==> src/rtl/trig_phase_sequencer.sv <==
`default_nettype none
// ============================================================================
// Module      : trig_phase_sequencer
// Description : Trig expansion term generator for the FLAF datapath.
//               For every accepted sample x it produces sin(k*pi*x) and
//               cos(k*pi*x), k = 1..ORDER, one term at a time. A single
//               external quarter-wave LUT (65 entries, magnitudes with
//               0x8000 = 1.0) is folded to the full circle.
// Ports       : clk, rst             - clock, async active-high reset
//               in_valid/in_ready    - sample handshake, x_in (Q1.15)
//               lut_idx              - LUT index 0..64 (combinational)
//               lut_sin/lut_cos      - LUT magnitudes for lut_idx
//               out_valid/out_ready  - term handshake
//               out_sin/out_cos      - signed Q1.15 term values
//               out_k, out_last      - harmonic number, last-term flag
// Revision    : 1.0 - initial release
// ============================================================================
module trig_phase_sequencer #(
    parameter int ORDER = 3,
    parameter int KW    = 3
) (
    input  logic          clk,
    input  logic          rst,
    input  logic          in_valid,
    output logic          in_ready,
    input  logic [15:0]   x_in,
    output logic [6:0]    lut_idx,
    input  logic [15:0]   lut_sin,
    input  logic [15:0]   lut_cos,
    output logic          out_valid,
    input  logic          out_ready,
    output logic [15:0]   out_sin,
    output logic [15:0]   out_cos,
    output logic [KW-1:0] out_k,
    output logic          out_last
);

    localparam logic [KW-1:0] C_K_LAST = KW'(ORDER);

    typedef enum logic [1:0] {
        S_IDLE   = 2'd0,
        S_LOOKUP = 2'd1,
        S_EMIT   = 2'd2
    } state_t;

    state_t        r_state;
    state_t        w_state_nxt;
    logic [15:0]   r_phase;
    logic [15:0]   r_x;
    logic [KW-1:0] r_k;
    logic [15:0]   w_sin_fold;
    logic [15:0]   w_cos_fold;
    logic          w_is_last;

    // Positive magnitude: 1.0 is not representable in Q1.15, clip it.
    function automatic logic [15:0] pos_sat(input logic [15:0] m);
        return (m == 16'h8000) ? 16'h7FFF : m;
    endfunction

    // Negative magnitude: plain two's complement; 0x8000 maps onto -1.0.
    function automatic logic [15:0] neg_mag(input logic [15:0] m);
        return ~m + 16'd1;
    endfunction

    // (f + 128) >> 8 reduces to f[13:8] plus the rounding carry from f[7].
    assign lut_idx   = {1'b0, r_phase[13:8]} + {6'd0, r_phase[7]};
    assign w_is_last = (r_k == C_K_LAST);
    assign in_ready  = (r_state == S_IDLE) && !rst;

    // Quadrant fold of the first-quadrant LUT values.
    always_comb begin
        w_sin_fold = pos_sat(lut_sin);
        w_cos_fold = pos_sat(lut_cos);
        case (r_phase[15:14])
            2'd0: begin
                w_sin_fold = pos_sat(lut_sin);
                w_cos_fold = pos_sat(lut_cos);
            end
            2'd1: begin
                w_sin_fold = pos_sat(lut_cos);
                w_cos_fold = neg_mag(lut_sin);
            end
            2'd2: begin
                w_sin_fold = neg_mag(lut_sin);
                w_cos_fold = neg_mag(lut_cos);
            end
            default: begin
                w_sin_fold = neg_mag(lut_cos);
                w_cos_fold = pos_sat(lut_sin);
            end
        endcase
    end

    always_ff @(posedge clk or posedge rst) begin
        if (rst) r_state <= S_IDLE;
        else     r_state <= w_state_nxt;
    end

    always_comb begin
        w_state_nxt = r_state;
        case (r_state)
            S_IDLE:   if (in_valid) w_state_nxt = S_LOOKUP;
            S_LOOKUP: w_state_nxt = S_EMIT;
            S_EMIT:   if (out_ready) w_state_nxt = w_is_last ? S_IDLE : S_LOOKUP;
            default:  w_state_nxt = S_IDLE;
        endcase
    end

    always_ff @(posedge clk or posedge rst) begin
        if (rst) begin
            r_phase   <= 16'd0;
            r_x       <= 16'd0;
            r_k       <= '0;
            out_valid <= 1'b0;
            out_sin   <= 16'd0;
            out_cos   <= 16'd0;
            out_k     <= '0;
            out_last  <= 1'b0;
        end else begin
            case (r_state)
                S_IDLE: begin
                    if (in_valid) begin
                        r_x     <= x_in;
                        r_phase <= x_in;
                        r_k     <= KW'(1);
                    end
                end
                S_LOOKUP: begin
                    out_sin   <= w_sin_fold;
                    out_cos   <= w_cos_fold;
                    out_k     <= r_k;
                    out_last  <= w_is_last;
                    out_valid <= 1'b1;
                end
                S_EMIT: begin
                    if (out_ready) begin
                        out_valid <= 1'b0;
                        if (!w_is_last) begin
                            // Wrap-around add: phase stays k*x mod 2*pi.
                            r_phase <= r_phase + r_x;
                            r_k     <= r_k + KW'(1);
                        end
                    end
                end
                default: ;
            endcase
        end
    end

endmodule
`default_nettype wire
==> config.mk <==
export PLATFORM = sky130hd
export DESIGN_NAME = trig_phase_sequencer
export DESIGN_NICKNAME = d
export VERILOG_FILES = /design/src/rtl/trig_phase_sequencer.sv
export SDC_FILE = /design/constraint.sdc
export NUM_CORES = 1
export LEC_CHECK = 0
export CAP_MARGIN = 10
export CORE_MARGIN = 10
export CORE_UTILIZATION = 27
export DETAILED_ROUTE_END_ITERATION = 10
export PLACE_DENSITY = 0.5
export SETUP_SLACK_MARGIN = 0.1
export SLEW_MARGIN = 20
export SYNTH_ARGS = -nofsm -noshare
export SYNTH_HDL_FRONTEND = slang
export SYNTH_SLANG_ARGS = --single-unit
==> constraint.sdc <==
create_clock -name clk -period 3.7 [get_ports clk]
set_clock_uncertainty 0.1 [all_clocks]
set_input_delay 1.11 -clock clk [delete_from_list [all_inputs] [get_ports clk]]
set_output_delay 1.11 -clock clk [all_outputs]
set_load 0.02 [all_outputs]
==> flow_summary.json, run 1 <==
{
  "worst_setup_path_end_kind": "primary output",
  "synthTopCellsByArea": "dfrtp_1, nand2_1, ha_1",
  "synthArstFlopShare_pct": 100,
  "dieArea_sq_um": 25300,
  "antennaDiodeCount": 0,
  "gp_congestion": 0.934,
  "drtIter0Drc": 390,
  "die_h_microns": 159,
  "fill_cells": 1970,
  "die_w_microns": 159,
  "grt_max_degree": 48,
  "setup_violations": 0,
  "wl_mm": 18.6,
  "syn_nets": 725,
  "pwr-share-seq_pct": 24.1,
  "vias": 5357,
  "critPathMostFrequentCell": "clkdlybuf4s50_1",
  "worstPathCellList": "clkdlybuf4s50_1 -> nor3_1 -> clkdlybuf4s50_1",
  "tightest_slew_ns": 0.786,
  "cts.path.max_buffers": 2,
  "sw_frac_of_total_pct": 46.6,
  "maxSlewHeadroom_pct": 46.2,
  "hold_buffers": 0,
  "fin_crit_sh_pct": 95.2,
  "netlist.top_cell.by_area": "dfrtp_1",
  "grt_pass1_vias": 5295,
  "cts_made_buffers": 9,
  "synth_ff_type": "dfrtp_1",
  "p_int_mw": 3.32,
  "multi_input_area_sq_um": 3150,
  "final_net_count": 850,
  "cts_resized": 0,
  "post-place-ws_ns": 0.0691,
  "startpoint_type": "input pin",
  "dpl_cell_area_sq_um": 6790,
  "synth_top_area_share_pct": 35.4,
  "hold_viol_final": 0,
  "clockRootBuffer": "clkbuf_16",
  "synth_edf_count": 0,
  "fin_tns_setup_ns": 0,
  "power.total_mw": 6.22,
  "power_density_nw_per_um2": 879,
  "insertion_delay_ns": 0.34,
  "clock_sinks": 74,
  "cts_tree": "yes",
  "portBuffers": 96,
  "fmax_mhz": 284,
  "synth_seq_area_share_pct": 35.4,
  "cap_viol_max_count": 0,
  "crit_fanout": 2,
  "grt_pass1_wl_mm": 29.7,
  "vias_per_cell": 5.15,
  "track_usage_pct": 14.4,
  "placed_cells": 1025,
  "path_clk_slew_ns": 0.06,
  "drt_first_pass_iters": 5,
  "power.switching_mw": 2.90,
  "rsz0062_at_grt": "false",
  "worstPathArrival_ns": 2.31,
  "synth_cells": 651,
  "whs_path_depth": 2,
  "antenna_found_initial": 0,
  "detail-route-antenna-nets": 0,
  "postSynthAreaPerCell_sq_um": 8.03,
  "ys_types": 72,
  "layout_commonest_cell": "nand2_1",
  "required_ns": 2.49,
  "seq_area_sq_um": 1850,
  "cts_setup_buffers": 0,
  "htree_num_levels": 3,
  "post-route-drc-count": 0,
  "fin_cells": 1041,
  "area_growth_pct": 35.2,
  "io_pins": 97,
  "p_leak_nw": 2.95,
  "crit_type": "in -> out",
  "final_cell_mix": "nand2_1, clkdlybuf4s50_1, dfrtp_1",
  "period_minus_slack_ns": 3.52,
  "final.setup.worst_slack_ns": 0.178,
  "start_util_pct": 27.7,
  "core_area_sq_um": 18900,
  "rows": 50,
  "hp-class": "reg -> reg",
  "dpl.hpwl_mm": 14.1,
  "synth_seq_cells": 74,
  "reg2reg_depth": 9,
  "p_comb_share_pct": 62.4,
  "ir_worst_vdd_uv": 317,
  "status": "finished, final reports clean",
  "fin_area_sq_um": 7070,
  "detail_route.wl_per_cell_microns": 17.9,
  "crit_slowest_cell": "clkdlybuf4s50_1",
  "grt-ovfl-total": 0,
  "drive_gt1_share_pct": 12.7,
  "cp_slowest_stage_delay_ns": 0.63,
  "clockPowerShare_pct": 13.5,
  "drv_slew": 0,
  "syn_area_sq_um": 5230,
  "yosysWarnings": 0
}
==> Yosys cell counts (all sizes together) (3+ instances only) <==
library cell / instances
nand2: 118
dfrtp: 74
o21ai: 69
nor2: 56
a21oi: 44
clkbuf: 27
nand3: 26
ha: 21
xor2: 18
a31oi: 17
xnor2: 17
inv: 16
nor3: 15
buf: 12
a21o: 9
o221ai: 9
o211ai: 8
nand2b: 6
o22ai: 6
nand4: 5
nor2b: 5
nor4: 5
a211oi: 4
o31ai: 4
or3: 4
a221oi: 3
a22oi: 3
a2bb2oi: 3
and3: 3
mux2: 3
nand3b: 3
nor4b: 3
or2: 3
==> power by group through the flow <==
stage | combinational, mW | clock (mW) | sequential, mW
floorplan | 2.29 | 0 | 1.69
global placement | 3.85 | 0 | 1.50
detailed placement | 3.91 | 0 | 1.51
CTS | 3.92 | 0.872 | 1.50
global route | 4.31 | 0.905 | 1.56
finish | 3.88 | 0.841 | 1.50
==> worst max-delay path: cells and delay by family <==
family	cells	cell delay [ns]
and+or+nand+nor	1	0.14
buffers and inverters	2	1.06
==> metrics by stage <==
step	util, %	hold WS [ns]
CTS	37.4	0.379
finish	37.4	0.372
global placement	35.9	0.353
global route	37.4	0.407
detailed placement	35.9	0.363
floorplan	-	0.350
==> sequential cells by signal, indices dropped and copies added, names as in the netlist <==
signal     count
r_x           16
r_k            3
r_state        2
out_valid      1
r_phase       16
out_sin       16
out_k          3
out_last       1
out_cos       16
==> layer usage <==
| metal | global-route usage (%) | wire (microns) | part of all wire [%] |
|---|---|---|---|
| met5 | 0 | 0 | 0 |
| met4 | 3.58 | 208 | 1.1 |
| met3 | 3.77 | 1120 | 6.0 |
| met2 | 23.0 | 8750 | 47 |
| met1 | 19.0 | 8510 | 46 |
==> final cells by class <==
| type | count | share of cell area [%] |
|---|---|---|
| multi-input combinational | 520 | 44.5 |
| sequential | 74 | 26.2 |
| timing repair buffer | 153 | 19.8 |
| tap | 260 | 4.60 |
| clock buffer | 10 | 3.38 |
| inverter | 18 | 0.955 |
| clock inverter | 6 | 0.566 |
==> final timing paths <==
kind                               endpoint  slack [ns]        from
worst max-delay path               in_ready        0.18         rst
worst min-delay path             out_cos[0]        0.37  out_cos[0]
worst max register to register  r_phase[14]        0.55  r_phase[0]
worst min register to register   out_cos[0]        0.37  out_cos[0]
max in group asynchronous            r_x[1]        1.72         rst
min in group asynchronous           r_x[12]        1.08         rst
==> cell families after synthesis <==
kind of cell             after synthesis  synth area share [%]
adder cells (fa/ha/maj)               22                  5.41
flip-flops                            74                  35.4
multiplexers                           6                  1.46
XOR/XNOR                              35                  5.86
buffers and inverters                 57                  4.50
AND/OR/NAND/NOR                      258                  23.4
AO/OA/AOI/OAI                        199                  24.0
(Power assumes the default switching activity.)
==> run 2, diff against run 1 <==
==> constraint.sdc (replaced) <==
create_clock -name clk -period 3.8 [get_ports clk]
set_clock_uncertainty 0.1 [all_clocks]
set_input_delay 1.14 -clock clk [delete_from_list [all_inputs] [get_ports clk]]
set_output_delay 1.14 -clock clk [all_outputs]
set_load 0.02 [all_outputs]
==> run 2 against run 1 <==
Compared with the run above: final cell count down 2.0%; hold slack better by 0.0038 ns; sequential share of layout area up 0.55 points; largest power group unchanged; utilization down 0.77 points; non-clock buffer count down 21; worst setup slack better by 0.036 ns; global-route usage down 0.35 points; combinational power down 5%; power down 3.0%; design area down 2.1%; critical endpoint unchanged; count of clock-buffer cells in the layout up 2; via count down 1.9%.
==> flow_summary.json, run 2 (synthesized netlist as in run 1, its figures left out) <==
{
  "status": "finished, final reports clean",
  "cts_made_buffers": 9,
  "hp-class": "reg -> reg",
  "maxSlewHeadroom_pct": 29.6,
  "drt_first_pass_iters": 5,
  "die_w_microns": 159,
  "antenna_found_initial": 0,
  "cts_tree": "yes",
  "antennaDiodeCount": 0,
  "track_usage_pct": 14.1,
  "crit_type": "in -> out",
  "path_clk_slew_ns": 0.06,
  "fin_crit_sh_pct": 94.4,
  "core_area_sq_um": 18900,
  "seq_area_sq_um": 1850,
  "drv_slew": 0,
  "startpoint_type": "input pin",
  "start_util_pct": 27.7,
  "clockRootBuffer": "clkbuf_16",
  "cts_setup_buffers": 0,
  "multi_input_area_sq_um": 3150,
  "wl_mm": 18.2,
  "gp_congestion": 0.969,
  "detail_route.wl_per_cell_microns": 17.8,
  "power_density_nw_per_um2": 871,
  "final_net_count": 829,
  "fin_cells": 1020,
  "post-route-drc-count": 0,
  "grt-ovfl-total": 0,
  "required_ns": 2.56,
  "die_h_microns": 159,
  "setup_violations": 0,
  "htree_num_levels": 3,
  "grt_max_degree": 50,
  "worstPathArrival_ns": 2.35,
  "grt_pass1_wl_mm": 29.1,
  "clock_sinks": 74,
  "insertion_delay_ns": 0.34,
  "hold_viol_final": 0,
  "drtIter0Drc": 337,
  "cts.path.max_buffers": 2,
  "portBuffers": 96,
  "rows": 50,
  "p_leak_nw": 2.84,
  "tightest_slew_ns": 1.06,
  "layout_commonest_cell": "nand2_1",
  "drive_gt1_share_pct": 10.1,
  "fin_tns_setup_ns": 0,
  "worst_setup_path_end_kind": "primary output",
  "crit_fanout": 2,
  "io_pins": 97,
  "fill_cells": 2017,
  "fmax_mhz": 279,
  "power.total_mw": 6.03,
  "grt_pass1_vias": 5222,
  "final_cell_mix": "nand2_1, clkdlybuf4s50_1, dfrtp_1",
  "detail-route-antenna-nets": 0,
  "dpl.hpwl_mm": 13.9,
  "rsz0062_at_grt": "false",
  "ir_worst_vdd_uv": 331,
  "vias": 5257,
  "cap_viol_max_count": 0,
  "period_minus_slack_ns": 3.59,
  "placed_cells": 1004,
  "vias_per_cell": 5.15,
  "dieArea_sq_um": 25300,
  "area_growth_pct": 32.5
}
[run 2: changes by cell type in the layout (fill, tap and decap cells not counted), sizes merged]
cell and change:
buf -21, bufinv +1, clkbuf +2, clkinv -2, inv -1
[run 2: worst max-delay path, cell delays in order]
cell	delay, ns
clkdlybuf4s50_1	0.43
nor3_1	0.14
clkdlybuf4s50_1	0.63
[run 2: power breakdown]
group	internal [mW]	total [mW]	switching, mW
logic	1.54	3.70	2.17
clock network	0.527	0.873	0.346
registers	1.18	1.46	0.275
total	3.24	6.03	2.79
[run 2: per-stage QoR]
stage	hold slack [ns]	area, sq um	util, %	worst slack, ns
after detailed placement	0.368	6620	35.0	0.0295
after global routing	0.417	6930	36.7	0.150
after floorplan	0.350	5230	-	0.678
after global placement	0.364	6620	35.0	0.0289
final	0.376	6930	36.7	0.214
after CTS	0.383	6920	36.6	0.199
[run 2: layout make-up]
type                       instances  share of cell area, %
sequential                        74                   26.7
inverter                          18                  0.975
tap                              260                   4.70
clock inverter                     4                  0.741
clock buffer                      12                   3.56
multi-input combinational        520                   45.5
timing repair buffer             132                   17.8
[run 2: per-layer routing]
metal | wire, microns | track usage (%)
met1 | 8320 | 18.6
met5 | 0 | 0
met4 | 227 | 4.04
met2 | 8530 | 22.5
met3 | 1100 | 3.15
[run 2: what timing repair did]
action,CTS,global route
setup endpoints to repair,0,2
gates resized for setup,0,2
hold buffers,0,0
[run 2: worst paths after layout]
kind                             from           to  slack (ns)  cells after the start
max                               rst     in_ready        0.21                      3
min                          out_last     out_last        0.38                      2
max reg2reg                r_phase[0]  r_phase[14]        0.66                      9
min reg2reg                  out_last     out_last        0.38                      2
max in group asynchronous         rst       r_x[1]        1.72                      3
min in group asynchronous         rst    out_valid        1.15                      2
==> run 3, diff against run 2 <==
--- a/config.mk
+++ b/config.mk
@@ -6,10 +6,12 @@
 export NUM_CORES = 1
 export LEC_CHECK = 0
 export CAP_MARGIN = 10
+export CELL_PAD_IN_SITES_DETAIL_PLACEMENT = 0
+export CELL_PAD_IN_SITES_GLOBAL_PLACEMENT = 2
 export CORE_MARGIN = 10
-export CORE_UTILIZATION = 27
+export CORE_UTILIZATION = 31
 export DETAILED_ROUTE_END_ITERATION = 10
-export PLACE_DENSITY = 0.5
+export PLACE_DENSITY = 0.84
 export SETUP_SLACK_MARGIN = 0.1
 export SLEW_MARGIN = 20
 export SYNTH_ARGS = -nofsm -noshare
==> run 3 against run 2 <==
Compared with the run above: first-iteration DRC count rose by 4.5%; utilization rose by 5.0 points; wire length fell by 2.7%; clock power rose by 1%; final cell count fell by 3.7%; critical endpoint unchanged; largest power group unchanged.
==> flow_summary.json, run 3 (synthesized netlist as in run 1, its figures left out) <==
{
  "cp_slowest_stage_delay_ns": 0.64,
  "cts_resized": 0,
  "tightest_slew_ns": 1.02,
  "dpl.hpwl_mm": 13.3,
  "cts_made_buffers": 9,
  "post-route-drc-count": 0,
  "hold_start": "out_sin[3]",
  "wl_mm": 17.7,
  "drtIter0Drc": 352,
  "hp-class": "reg -> reg",
  "setup_violations": 0,
  "detail-route-antenna-nets": 0,
  "area_growth_pct": 32.1,
  "p_leak_nw": 2.87,
  "grt_pass1_vias": 5155,
  "multi_input_area_sq_um": 3150,
  "fill_cells": 1677,
  "drive_gt1_share_pct": 10.6,
  "grt-ovfl-total": 0,
  "cts.path.max_buffers": 2,
  "rows": 47,
  "startpoint_type": "input pin",
  "die_w_microns": 150,
  "final.setup.worst_slack_ns": 0.202,
  "crit_type": "in -> out",
  "layout_commonest_cell": "nand2_1",
  "reg2reg_setup_slack_ns": 0.63,
  "insertion_delay_ns": 0.35,
  "holdPathEnd": "out_sin[3]",
  "grt_max_degree": 75,
  "drt_first_pass_iters": 7,
  "portBuffers": 96,
  "clock_sinks": 74,
  "hold_ws_ns": 0.376,
  "antenna_found_initial": 0,
  "cts_setup_buffers": 0,
  "hold_viol_final": 0,
  "detail_route.wl_per_cell_microns": 18.0,
  "power_density_nw_per_um2": 875,
  "fin_crit_sh_pct": 94.7,
  "final_cell_mix": "nand2_1, clkdlybuf4s50_1, dfrtp_1",
  "worstReg2RegEnd": "r_phase[14]",
  "htree_num_levels": 3,
  "crit_slowest_cell": "clkdlybuf4s50_1",
  "post-place-ws_ns": -0.0177,
  "required_ns": 2.56,
  "vias_per_cell": 5.26,
  "status": "finished, final reports clean",
  "dieArea_sq_um": 22500,
  "maxSlewHeadroom_pct": 31.8,
  "io_pins": 97,
  "worstPathCellList": "clkdlybuf4s50_1 -> nor3_1 -> clkdlybuf4s50_1",
  "drv_slew": 0,
  "seq_area_sq_um": 1850,
  "core_area_sq_um": 16600,
  "ir_worst_vdd_uv": 312,
  "fmax_mhz": 278,
  "antennaDiodeCount": 0,
  "clockRootBuffer": "clkbuf_16",
  "worst_setup_path_end_kind": "primary output",
  "worstPathArrival_ns": 2.36,
  "final_net_count": 831,
  "grt_pass1_wl_mm": 28.0,
  "cap_viol_max_count": 0,
  "rsz0062_at_grt": "false",
  "reg2reg_depth": 9,
  "track_usage_pct": 15.7,
  "start_util_pct": 31.5,
  "cts_tree": "yes",
  "vias": 5168,
  "crit_fanout": 2,
  "hold_buffers": 0,
  "period_minus_slack_ns": 3.60,
  "path_clk_slew_ns": 0.06,
  "reg2reg_from": "r_phase[0]",
  "critPathMostFrequentCell": "clkdlybuf4s50_1",
  "die_h_microns": 150,
  "whs_path_depth": 2,
  "gp_congestion": 0.928
}
==> run 3: changes by cell type in the layout (fill, tap and decap cells not counted), sizes merged <==
cell	previous run	this run
buf	36	38
clkbuf	12	10
clkinv	4	5
inv	16	17
==> run 3: routing by layer <==
metal / vias up / part of all wire (%) / track usage (%)
met5: - / 0 / 0
li1: 2547 / - / -
met1: 2437 / 47 / 20.8
met4: 0 / 2.1 / 5.10
met3: 29 / 5.9 / 3.53
met2: 155 / 45 / 24.8
==> run 3: critical path, delay by kind of cell <==
family / cells / cell delay, ns
simple gates: 1 / 0.15
buf+inv: 2 / 1.07
==> run 3: per-stage QoR <==
stage	total power, mW	util, %	cell area (sq um)	cells	setup TNS (ns)
after detailed placement	5.19	39.8	6600	966	-0.0177
after CTS	6.10	41.6	6900	982	0
after floorplan	3.88	-	5230	651	0
final	6.05	41.6	6910	982	0
after global placement	5.13	39.8	6600	966	0
after global routing	6.55	41.6	6910	982	0
==> run 3: how the worst max path moves through the flow <==
stage	startpoint	endpoint	slack [ns]
2_1_floorplan	rst	out_cos[0]	0.68
3_3_place_gp	lut_cos[11]	out_cos[9]	0.003
5_1_grt	rst	in_ready	0.14
6_report	rst	in_ready	0.20
4_1_cts	rst	in_ready	0.18
3_5_place_dp	lut_cos[11]	out_cos[9]	-0.02
==> run 3: cell type report <==
class | count | share of cell area (%)
inverter | 18 | 0.978
timing repair buffer | 134 | 18.2
clock inverter | 6 | 0.942
clock buffer | 10 | 3.46
sequential | 74 | 26.8
multi-input combinational | 520 | 45.6
tap | 220 | 3.99
==> run 3: power by group <==
group / total [mW] / internal (mW) / switching [mW]
registers: 1.47 / 1.18 / 0.286
clock network: 0.882 / 0.527 / 0.355
logic: 3.70 / 1.55 / 2.15
total: 6.05 / 3.26 / 2.79
